--- src/rtl/button_event_scheduler_if.sv ---
// Event handshake bundle between the button scheduler and its consumer.
// The scheduler drives the master side; the consumer uses the slave side.
interface button_event_scheduler_if;
    logic       event_valid;
    logic       event_ready;
    logic [2:0] event_id;
    logic       event_type;
    logic       overflow;

    modport master (
        output event_valid,
        output event_id,
        output event_type,
        output overflow,
        input  event_ready
    );

    modport slave (
        input  event_valid,
        input  event_id,
        input  event_type,
        input  overflow,
        output event_ready
    );
endinterface

--- src/rtl/button_event_scheduler.sv ---
// Five-button press/auto-repeat event generator sharing one sample tick,
// with per-button pending flags drained by a round-robin valid/ready arbiter.
module button_event_scheduler #(
    parameter int TICK_COUNT   = 12_499_999,
    parameter int HOLD_TICKS   = 4,
    parameter int REPEAT_TICKS = 1
) (
    input  logic                      clock,
    input  logic                      reset,
    input  logic [4:0]                btn_in,
    button_event_scheduler_if.master  evt
);

    localparam int NB = 5;
    localparam int CW = (TICK_COUNT > 0) ? $clog2(TICK_COUNT + 1) : 1;
    localparam int HW = (HOLD_TICKS > 1) ? $clog2(HOLD_TICKS + 1) : 1;
    localparam logic [CW-1:0] TICK_LAST   = CW'(TICK_COUNT);
    localparam logic [HW-1:0] HOLD_LAST   = HW'(HOLD_TICKS - 1);
    localparam logic [HW-1:0] HOLD_RELOAD = HW'(HOLD_TICKS - REPEAT_TICKS);

    typedef enum logic {IDLE, PRESENT} state_t;

    state_t          state, state_nxt;
    logic [CW-1:0]   tick_cnt;
    logic            tick;
    logic [NB-1:0]   samp;
    logic [HW-1:0]   hold_cnt [NB];
    logic [NB-1:0]   press_req, rep_req;
    logic [NB-1:0]   pend_press, pend_rep;
    logic [NB-1:0]   clr_press, clr_rep;
    logic [2:0]      rr_ptr;
    logic [3:0]      rr_sum;
    logic [2:0]      rr_idx;
    logic            grant;
    logic [2:0]      grant_id;
    logic            grant_type;
    logic            valid_q, type_q, ovf_q;
    logic [2:0]      id_q;

    assign tick = (tick_cnt == TICK_LAST);

    // NOTE: every register is written with <= so all flops sample the same pre-edge values.
    always_ff @(posedge clock) begin
        if (reset || tick) tick_cnt <= '0;
        else               tick_cnt <= tick_cnt + CW'(1);
    end

    // NOTE: defaults first in every always_comb, otherwise a missed branch infers a latch.
    always_comb begin
        press_req = '0;
        rep_req   = '0;
        for (int i = 0; i < NB; i++) begin
            press_req[i] = tick & btn_in[i] & ~samp[i];
            rep_req[i]   = tick & btn_in[i] & samp[i] & (hold_cnt[i] == HOLD_LAST);
        end
    end

    // NOTE: the hold counters are a handful of flops, not a RAM, so resetting them is free.
    always_ff @(posedge clock) begin
        if (reset) begin
            samp <= '0;
            for (int i = 0; i < NB; i++) hold_cnt[i] <= '0;
        end else if (tick) begin
            samp <= btn_in;
            for (int i = 0; i < NB; i++) begin
                if (press_req[i] || !btn_in[i]) hold_cnt[i] <= '0;
                else if (rep_req[i])            hold_cnt[i] <= HOLD_RELOAD;
                else                            hold_cnt[i] <= hold_cnt[i] + HW'(1);
            end
        end
    end

    always_ff @(posedge clock) begin
        if (reset) state <= IDLE;
        else       state <= state_nxt;
    end

    // Round-robin search from the button after the last grant; press beats repeat.
    always_comb begin
        state_nxt  = state;
        grant      = 1'b0;
        grant_id   = '0;
        grant_type = 1'b0;
        clr_press  = '0;
        clr_rep    = '0;
        rr_sum     = '0;
        rr_idx     = '0;
        case (state)
            IDLE: begin
                for (int k = 1; k <= NB; k++) begin
                    rr_sum = {1'b0, rr_ptr} + 4'(k);
                    if (rr_sum >= 4'd5) rr_sum = rr_sum - 4'd5;
                    rr_idx = rr_sum[2:0];
                    if (!grant && (pend_press[rr_idx] || pend_rep[rr_idx])) begin
                        grant     = 1'b1;
                        grant_id  = rr_idx;
                        state_nxt = PRESENT;
                        if (pend_press[rr_idx]) begin
                            clr_press[rr_idx] = 1'b1;
                        end else begin
                            clr_rep[rr_idx] = 1'b1;
                            grant_type      = 1'b1;
                        end
                    end
                end
            end
            PRESENT: if (evt.event_ready) state_nxt = IDLE;
            default: state_nxt = IDLE;
        endcase
    end

    // A request landing on a bit granted this cycle is not lost, so it is no overflow.
    always_ff @(posedge clock) begin
        if (reset) begin
            pend_press <= '0;
            pend_rep   <= '0;
            rr_ptr     <= 3'd4;
            valid_q    <= 1'b0;
            id_q       <= '0;
            type_q     <= 1'b0;
            ovf_q      <= 1'b0;
        end else begin
            pend_press <= (pend_press & ~clr_press) | press_req;
            pend_rep   <= (pend_rep & ~clr_rep) | rep_req;
            ovf_q      <= |((press_req & pend_press & ~clr_press) |
                            (rep_req & pend_rep & ~clr_rep));
            valid_q    <= (state_nxt == PRESENT);
            if (grant) begin
                rr_ptr <= grant_id;
                id_q   <= grant_id;
                type_q <= grant_type;
            end
        end
    end

    assign evt.event_valid = valid_q;
    assign evt.event_id    = id_q;
    assign evt.event_type  = type_q;
    assign evt.overflow    = ovf_q;

endmodule

--- src/flat_wrapper.sv ---
// flat-port wrapper written by rule: the top's interface ports become plain ports
module button_event_scheduler_flat 
#(
    parameter int TICK_COUNT   = 12_499_999,
    parameter int HOLD_TICKS   = 4,
    parameter int REPEAT_TICKS = 1
)
  (clock, reset, btn_in, evt_event_valid, evt_event_id, evt_event_type, evt_overflow, evt_event_ready);
  button_event_scheduler_if evt_i ();
  input  logic clock;
  input  logic reset;
  input  logic [4:0] btn_in;
  output wire logic [$bits(evt_i.event_valid)-1:0] evt_event_valid;
  output wire logic [$bits(evt_i.event_id)-1:0] evt_event_id;
  output wire logic [$bits(evt_i.event_type)-1:0] evt_event_type;
  output wire logic [$bits(evt_i.overflow)-1:0] evt_overflow;
  input wire logic [$bits(evt_i.event_ready)-1:0] evt_event_ready;
  assign evt_event_valid = evt_i.event_valid;
  assign evt_event_id = evt_i.event_id;
  assign evt_event_type = evt_i.event_type;
  assign evt_overflow = evt_i.overflow;
  assign evt_i.event_ready = evt_event_ready;
  button_event_scheduler #(.TICK_COUNT(TICK_COUNT), .HOLD_TICKS(HOLD_TICKS), .REPEAT_TICKS(REPEAT_TICKS)) u_core (.clock(clock), .reset(reset), .btn_in(btn_in), .evt(evt_i));
endmodule
--- config.mk ---
export PLATFORM = sky130hd
export DESIGN_NAME = button_event_scheduler_flat
export DESIGN_NICKNAME = d
export VERILOG_FILES = /design/src/rtl/button_event_scheduler_if.sv /design/src/rtl/button_event_scheduler.sv /design/src/flat_wrapper.sv
export SDC_FILE = /design/constraint.sdc
export NUM_CORES = 1
export LEC_CHECK = 0
export CORE_ASPECT_RATIO = 1.2
export CORE_UTILIZATION = 45
export CTS_CLUSTER_DIAMETER = 200
export DETAILED_ROUTE_END_ITERATION = 12
export GPL_ROUTABILITY_DRIVEN = 0
export HOLD_SLACK_MARGIN = 0.02
export PLACE_DENSITY = 0.59
export SYNTH_ARGS = -nofsm -noshare
export SYNTH_HDL_FRONTEND = slang
export SYNTH_SLANG_ARGS = --single-unit
--- constraint.sdc ---
create_clock -name clock -period 4.9 [get_ports clock]
set_input_delay 0.98 -clock clock [delete_from_list [all_inputs] [get_ports clock]]
set_output_delay 0.98 -clock clock [all_outputs]
set_load 0.05 [all_outputs]
; ---- Word-level counts from Yosys, hierarchy flattened
; Memories as Yosys holds them, arrays and structs flattened.
; Index checks and enable logic that the tools add are counted.
; Widths: inputs -> output; s select.
[totals]
mem_count = 1
ram_bits = 15
regBits = 48
inputBits = 8
word_cells = 328
output_inout_bits = 6
[op_classes]
mux = 191
n_addsub = 16
n_reduce_logical = 30
n_eq_ne = 6
bitwise_logic = 60
n_lt_le_gt_ge = 15
[memory_table]
columns = memory, depth, width, rd, rd_clocked_by_memory_dff, write_ports, line
row1 = u_core.hold_cnt, 5, 3, 5, 0, 5, button_event_scheduler.sv:27  ; logic [HW-1:0] hold_cnt [NB];
[op_table]
columns = op, count
row1 = $mux 5, 30
row2 = $mux 1, 114
row3 = $mux 3, 31
row4 = $or 5x5->5, 11
row5 = $and 5x5->5, 6
row6 = $bmux 1 s3, 10
row7 = $add 24x1->24 const B, 1
row8 = $eq 24x24->1 const B, 1
row9 = $and 1x1->1, 20
row10 = $ge 4x3->1 const B, 5
row11 = $lt 3x4->1 const B, 5
row12 = $add 3x1->3 const B, 5
row13 = $demux 1 s3, 5
row14 = $eq 3x2->1 const B, 5
row15 = $ge 3x1->1 const B, 5
row16 = $or 1x1->1, 15
row17 = $sub 3x3->3 const B, 5
row18 = $logic_or 1x1->1, 11
row19 = $not 5->5, 2
row20 = $logic_and 1x1->1, 9
row21 = $logic_not 1->1, 9
row22 = $add 3x2->4 const B, 2
row23 = $add 3x3->4 const B, 2
row24 = $not 1->1, 6
row25 = other kinds (3), 3

; ---- Logic depth before layout (Yosys ltp)
; Gate-level depths: netlist (run 1).
[depth]
depth_word = 31
mapped_depth = 19
mapped_depth_nobuf = 14

; ---- Least setup slack after synthesis (run 1)
; Ideal clock, no wire load.
[synth_timing]
kind = register to register
startpoint = register u_core.evt.event_id[0] (netlist name)
endpoint = register u_core.rr_ptr[2]
path_buffers = 4
setup_ps = 125
path_slack_ps = 1050
stages_incl_launch_ff = 19
period_less_slack_ps = 3850
arrival_time_ps = 3725
path_cell_list = dfxtp_1 buf_6 buf_6 inv_1 buf_2 ha_1 inv_1 fa_1 or3b_2 a21oi_1 o21ai_0 nand3_1 nor2_2 and2_1 buf_6 a31oi_2 o21ai_1 a211oi_1 o21bai_1
[synth_rtl]
columns = element, line
row1 = end signal: assignment, button_event_scheduler.sv:129  ; rr_ptr <= grant_id;
row2 = end: declaration, button_event_scheduler.sv:31  ; logic [2:0] rr_ptr;

==> results of run 1 <==
==> per-stage QoR <==
stage / std cells / setup WS (ns)
3_5_place_dp: 785 / 0.529
3_3_place_gp: 785 / 0.638
4_1_cts: 801 / 0.513
6_report: 801 / 0.408
2_1_floorplan: 650 / 1.05
5_1_grt: 801 / 0.0618
==> power by group through the flow <==
| stage | Sequential [mW] | Combinational, mW | Clock, mW |
|---|---|---|---|
| global placement | 0.586 | 1.72 | 0 |
| floorplan | 0.597 | 1.37 | 0 |
| CTS | 0.577 | 1.71 | 0.597 |
| detailed placement | 0.587 | 1.70 | 0 |
| finish | 0.577 | 1.78 | 0.584 |
| global route | 0.581 | 1.90 | 0.620 |
==> worst max path at each step <==
stage / startpoint / endpoint / slack [ns] / cells past startpoint
floorplan: u_core.evt.event_id[0] / u_core.rr_ptr[2] / 1.05 / 18
global placement: u_core.evt.event_id[1] / u_core.rr_ptr[2] / 0.64 / 13
detailed placement: u_core.evt.event_id[1] / u_core.evt.overflow / 0.53 / 13
CTS: u_core.evt.event_id[1] / u_core.rr_ptr[2] / 0.51 / 13
global route: u_core.evt.event_id[1] / u_core.evt.overflow / 0.06 / 13
finish: u_core.evt.event_id[1] / u_core.rr_ptr[2] / 0.41 / 13
==> cell type report <==
cell class	instances	area, sq um	area share
repair buffers	23	205	0.0363
flip-flops and latches	61	1370	0.242
clock inverters	4	23.8	0.00420
clock buffers	12	256	0.0453
well taps	154	193	0.0341
inverters	27	101	0.0179
multi-input cells	520	3510	0.620
==> routing by layer <==
| layer | vias to the layer above | global-route usage | part of all wire | wire length, microns |
|---|---|---|---|---|
| met5 | - | 0 | 0 | 0 |
| met4 | 0 | 0.147 | 0.054 | 811 |
| met3 | 74 | 0.0623 | 0.082 | 1230 |
| met2 | 260 | 0.396 | 0.44 | 6670 |
| met1 | 2334 | 0.335 | 0.42 | 6280 |
| li1 | 2396 | - | - | - |
==> placed cells by master (no fill, tap or decap), drive strengths merged, types with 7 or more instances in the layout <==
cell type and count:
nand4 11, o21a 7, a31oi 10, nand3b 8, or2 7, mux2i 20, nand2 49, or3 8
o21ai 29, dfxtp 46, nor3 20, nand3 38, nor2b 14, and3 13, inv 27, ha 22
edfxtp 15, xor2 15, clkbuf 12, clkdlybuf4s50 13, o22ai 8, nor4 7, nor2 67, nand2b 14
buf 10, xnor2 8, a21oi 40
==> state kept, by name, summed over array words and instances, names as in the netlist, 3 cells and up <==
| register | count |
|---|---|
| u_core.hold_cnt | 15 |
| u_core.pend_rep | 5 |
| u_core.evt.event_id | 3 |
| u_core.samp | 5 |
| u_core.pend_press | 5 |
| u_core.tick_cnt | 24 |
==> cell families after synthesis <==
| group | synth area share |
|---|---|
| and+or+nand+nor | 0.286 |
| AOI/OAI and AO/OA | 0.240 |
| buffers and inverters | 0.0691 |
| DFF | 0.262 |
| xor gates and xnor gates | 0.0399 |
| muxes | 0.0469 |
| adders and majority gates | 0.0564 |
==> reports/metrics.csv, run 1 <==
stage;metric;value;unit
power_and_ir_drop;Max VDD drop;0.314;mV
sta;Fin Hold WS;0.460;ns
sta;Final Hold Vio Count;0;
synthesis;Synth Flop Type;dfxtp_1;
clock_tree;CTS sink cnt;61;
global_routing;first-pass GRT wire length;24.5;mm
finish;n_diodes;0;
power_and_ir_drop;combinational power share;0.605;
sta;final count of negative-setup-slack endpoints;0;
hold_path;Hold Path End;u_core.tick_cnt[0];
clock_tree;Resized cells post-CTS;0;
synthesis;main area contributors after synthesis;dfxtp_1 18%, edfxtp_1 8.6%, ha_1 5.3%, nor2_1 4.7%, mux2i_1 3.8%;
routing;vias per cell;6.32;
synthesis;Synth top cells by count;66 x nor2_1, 47 x nand2_1, 46 x dfxtp_1, 38 x nand3_1, 37 x a21oi_1;
global_routing;largest net degree at the start of global routing;37;
finish;final net count;673;
routing;Post-route DRC;0;
clock_tree;clock root buffer;clkbuf_16;
setup_path;worst-case reg-to-reg path depth;13;
setup_path;CP most frequent cell;buf_4;
placed_design;Port-buffer cells;13;
sta;clock skew;0.00911;ns
routing;remaining antenna violation count after routing;0;
sta;Slew HR;0.507;
setup_path;CP cell instances;buf_4 > ha_1 > buf_4 > nor2b_1 > o22ai_1 > a21oi_1 > o221a_2 > a22oi_2 > and2_1 > a31oi_2 > o21ai_1 > a211oi_1 > o21bai_1;
clock_tree;Worst-path clk slew;0.05;ns
synthesis;Synth Cell Area;0.00523;sq mm
floorplan;io pins;14;
setup_path;Largest stage delay, worst path;0.64;ns
synthesis;top-count cell post-synth;nor2_1;
setup_path;RR Startpoint;u_core.evt.event_id[1];
clock_tree;clk_lat worst skew;0.33;ns
sta;Tmin final;4.49;ns
finish;fillers;1082;
power_and_ir_drop;pwr dens;520;mW/mm^2
synthesis;Post-Syn Instances;650;
setup_path;crit path max fanout;14;
sta;Tightest Pin Transition;0.739;ns
clock_tree;H-tree Lvls;3;
clock_tree;CTS tree;built;
clock_tree;CTS Hold Bufs;0;
global_routing;GRT overflow;0;
synthesis;Ys Warns;0;
finish;layout cells sized above 1;0.0958;
sta;fmax;223;MHz
hold_path;HP Start;u_core.tick_cnt[0];
power_and_ir_drop;Pwr Total;2.94;mW
setup_path;slowest CP cell;dfxtp_1;
outcome;status;finished, final reports clean;
power_and_ir_drop;Clk pwr share;0.199;
floorplan;Chip Width;100;microns
placed_design;hpwl dp;11.2;mm
synthesis;Distinct cells, synth;93;
setup_path;FF-to-FF setup slack;0.41;ns
setup_path;WP buf/inv;2;
placed_design;Area after DPL;0.00538;sq mm
global_routing;initial antenna violation count;0;
clock_tree;clk buf depth;2;
synthesis;Yosys reg bits;61;
sta;setup TNS;0;ns
finish;Layout area overhead;8.11;%
global_routing;All-Layer GR Usage;0.260;
floorplan;initial core utilization;0.467;
finish;Finished Cell Area;0.00566;sq mm
sta;Final Max Slew Viols;0;
sta;final worst path period share;0.917;
hold_path;Hold Path Depth;1;
power_and_ir_drop;switching pwr;1.46;mW
setup_path;Largest delay share family, worst path;compound AO/OA/AOI/OAI gates;
floorplan;Die Area;0.0121;sq mm
power_and_ir_drop;Reg power frac;0.196;
setup_path;worst flop-to-flop path endpoint;u_core.rr_ptr[2];
clock_tree;CTS buffer count;9;
floorplan;DIE HEIGHT;120;microns
global_routing;vias in the first global route;4706;
sta;RSZ-0062 raised after global routing;no;
finish;Util after Layout;0.505;
setup_path;Worst Setup Start Kind;flop;
routing;DRT iter0 DRCs;433;
setup_path;Worst Path Class, Setup;flop to flop;
routing;drt total wl;15.0;mm
synthesis;post-synthesis sequential area ratio;0.262;
routing;routed vias;5064;
power_and_ir_drop;Sw Ratio;0.495;
synthesis;area leader, netlist;dfxtp_1;
synthesis;post-synth top area share;0.176;
synthesis;Post-Syn Area per Cell;8.05;sq um
setup_path;Critical Path End Type;flop;
routing;first-pass iteration count of the detailed router;5;
setup_path;Crit path arrival time;4.70;ns
floorplan;core area;0.0112;sq mm
floorplan;number of cell rows;42;
setup_path;worst path required time;5.11;ns
power_and_ir_drop;Pint;1.49;mW
job;Max-Cap Viols;0;
synthesis;Post-Syn Nets;681;
synthesis;number of flops mapped to enable cells by yosys;15;
hold_path;Hold Path Class;flop to flop;
power_and_ir_drop;leakage power total;1.95;nW
clock_tree;postcts setup bufs;0;
synthesis;Post-synth ARST share;0;
routing;average wire per standard cell;18.7;microns
(Power assumes the default switching activity.)
==> run 2: changes to the inputs <==
- CAP_MARGIN: unset -> 15
- clock period: 4.9 -> 5.5 ns (I/O delays scaled with it)
==> run 2 against run 1 <==
Compared with the run above:
- combinational power fell by 11%
- largest power group unchanged
- first-iteration DRC count grew 7.4%
- setup slack gained 0.80 ns
==> reports/metrics.csv, run 2 (synthesis gave the netlist of run 1 again) <==
stage;metric;value;unit;change
power_and_ir_drop;pwr dens;468;mW/mm^2;-10%
sta;Slew HR;0.492;;-0.0150
floorplan;Chip Width;100;microns;unchanged
floorplan;core area;0.0112;sq mm;unchanged
global_routing;vias in the first global route;4760;;+1.1%
clock_tree;H-tree Lvls;3;;unchanged
finish;non-filler cells, final;800;;-0.12%
routing;remaining antenna violation count after routing;0;;unchanged
finish;Layout area overhead;8.73;%;
clock_tree;CTS tree;built;;
sta;worst setup margin;1.21;ns;+0.798 ns
sta;final worst path period share;0.781;;-0.136
floorplan;initial core utilization;0.467;;unchanged
power_and_ir_drop;leakage power total;1.96;nW;+0.46%
global_routing;first-pass GRT wire length;24.6;mm;+0.42%
setup_path;Largest stage delay, worst path;0.57;ns;-0.07 ns
clock_tree;Resized cells post-CTS;0;;unchanged
placed_design;placed cells;784;;-0.13%
floorplan;DIE HEIGHT;120;microns;unchanged
placed_design;hpwl dp;11.0;mm;-1.6%
global_routing;largest net degree at the start of global routing;51;;+38%
routing;average wire per standard cell;18.6;microns;-0.38%
job;Max-Cap Viols;0;;unchanged
setup_path;Crit path arrival time;4.49;ns;-0.21 ns
sta;Tmin final;4.29;ns;-0.198 ns
setup_path;FF-to-FF setup slack;1.21;ns;+0.80 ns
routing;routed vias;5027;;-0.73%
routing;Post-route DRC;0;;unchanged
floorplan;number of cell rows;42;;unchanged
setup_path;Worst Path Class, Setup;flop to flop;;
clock_tree;CTS Hold Bufs;0;;unchanged
finish;fillers;1124;;+3.9%
power_and_ir_drop;Max VDD drop;0.289;mV;-8.1%
finish;most frequent cells in the layout;66 x nor2_1, 47 x nand2_1, 46 x dfxtp_1;;
hold_path;Hold Path Class;flop to flop;;
sta;final count of negative-setup-slack endpoints;0;;unchanged
setup_path;worst-case reg-to-reg path depth;14;;+1
power_and_ir_drop;Pwr Total;2.66;mW;-9.4%
setup_path;RR Startpoint;u_core.evt.event_id[1];;
placed_design;Port-buffer cells;13;;unchanged
finish;layout cells sized above 1;0.0960;;+0.000148
setup_path;slowest CP cell;or4_4;;
clock_tree;CTS sink cnt;61;;unchanged
outcome;status;finished, final reports clean;;
finish;Util after Layout;0.508;;+0.00291
sta;RSZ-0062 raised after global routing;no;;
finish;Largest register FFs;24;;unchanged
clock_tree;CTS buffer count;9;;unchanged
clock_tree;clk_lat worst skew;0.32;ns;about the same
sta;clock skew;0.00459;ns;-0.00453 ns
routing;drt total wl;14.9;mm;-0.51%
clock_tree;postcts setup bufs;0;;unchanged
setup_path;worst path required time;5.69;ns;+0.58 ns
sta;Final Max Slew Viols;0;;unchanged
finish;commonest non-fill, non-tap cell in the layout;nor2_1;;
clock_tree;clk buf depth;2;;unchanged
hold_path;Hold Path End;u_core.tick_cnt[0];;
global_routing;GRT overflow;0;;unchanged
sta;Final Hold Vio Count;0;;unchanged
hold_path;HP Start;u_core.tick_cnt[0];;
setup_path;crit path max fanout;16;;+2
floorplan;io pins;14;;unchanged
setup_path;Worst Setup Start Kind;flop;;
clock_tree;Worst-path clk slew;0.05;ns;about the same
clock_tree;clock root buffer;clkbuf_16;;
routing;DRT iter0 DRCs;465;;+7.4%
placed_design;Area after DPL;0.00537;sq mm;-0.14%
finish;Largest regs;u_core.tick_cnt: 24 flops, u_core.hold_cnt: 15 flops;;
placed_design;pre-CTS WS;1.30;ns;+0.768 ns
sta;Tightest Pin Transition;0.753;ns;+0.0146 ns
setup_path;worst flop-to-flop path endpoint;u_core.evt.overflow;;
setup_path;Critical Path End Type;flop;;
finish;Finished Cell Area;0.00569;sq mm;+0.58%
sta;Fin Hold WS;0.462;ns;+0.00209 ns
sta;setup TNS;0;ns;unchanged
sta;fmax;233;MHz;+4.6%
floorplan;Die Area;0.0121;sq mm;unchanged
global_routing;All-Layer GR Usage;0.259;;-0.00173
finish;n_diodes;0;;unchanged
global_routing;initial antenna violation count;0;;unchanged
hold_path;Hold Path Depth;1;;unchanged
setup_path;CP cell instances;buf_4 > ha_1 > inv_1 > fa_1 > a211oi_2 > a21oi_1 > o21ai_1 > nand3_1 > nor2_2 > nand2_1 > or4_4 > nand4_1 > o2111a_1 > a41oi_2;;
routing;first-pass iteration count of the detailed router;5;;unchanged
finish;final net count;672;;-0.15%
routing;vias per cell;6.28;;-0.61%
finish;Top reg by flops;u_core.tick_cnt;;
## run 2: where the power goes
| part | internal (mW) | total [mW] | leakage (nW) | switching [mW] |
|---|---|---|---|---|
| logic | 0.509 | 1.58 | 1.29 | 1.07 |
| clock network | 0.389 | 0.585 | 0.157 | 0.196 |
| registers | 0.483 | 0.503 | 0.516 | 0.0197 |
| total | 1.38 | 2.66 | 1.96 | 1.28 |
## run 2: area by class of cell
cell class                      instances  area [sq um]  share of cell area
Sequential cell                        61          1370               0.241
Timing Repair Buffer                   22           198              0.0347
Clock buffer                           11           264              0.0464
Clock inverter                          5          56.3             0.00990
Tap cell                              154           193              0.0339
Multi-Input combinational cell        520          3510               0.616
Inverter                               27           101              0.0178
## run 2: worst max-delay path: cells and delay by family, from the launching register on
| family | cells | cell delay, ns |
|---|---|---|
| compound gates | 5 | 1.10 |
| fa+ha+maj | 2 | 0.74 |
| buf+inv | 2 | 0.30 |
| flops | 1 | 0.33 |
| simple gates | 5 | 1.68 |
## run 2: per-layer routing
layer,part of all wire,global-route usage,wire [microns],vias up
li1,-,-,-,2401
met1,0.42,0.345,6300,2350
met2,0.47,0.411,6950,228
met3,0.071,0.0419,1070,48
met4,0.040,0.110,600,0
met5,0,0,0,-
## run 2: how the worst max path moves through the flow
| stage | from | slack [ns] | cells past startpoint | end |
|---|---|---|---|---|
| after floorplan | u_core.evt.event_id[0] | 1.65 | 18 | u_core.rr_ptr[2] |
| after global placement | u_core.evt.event_id[1] | 1.41 | 14 | u_core.evt.overflow |
| after detailed placement | u_core.evt.event_id[1] | 1.30 | 14 | u_core.evt.overflow |
| after CTS | u_core.evt.event_id[1] | 1.28 | 14 | u_core.evt.overflow |
| after global routing | u_core.evt.event_id[1] | 0.94 | 14 | u_core.evt.overflow |
| final | u_core.evt.event_id[1] | 1.21 | 14 | u_core.evt.overflow |
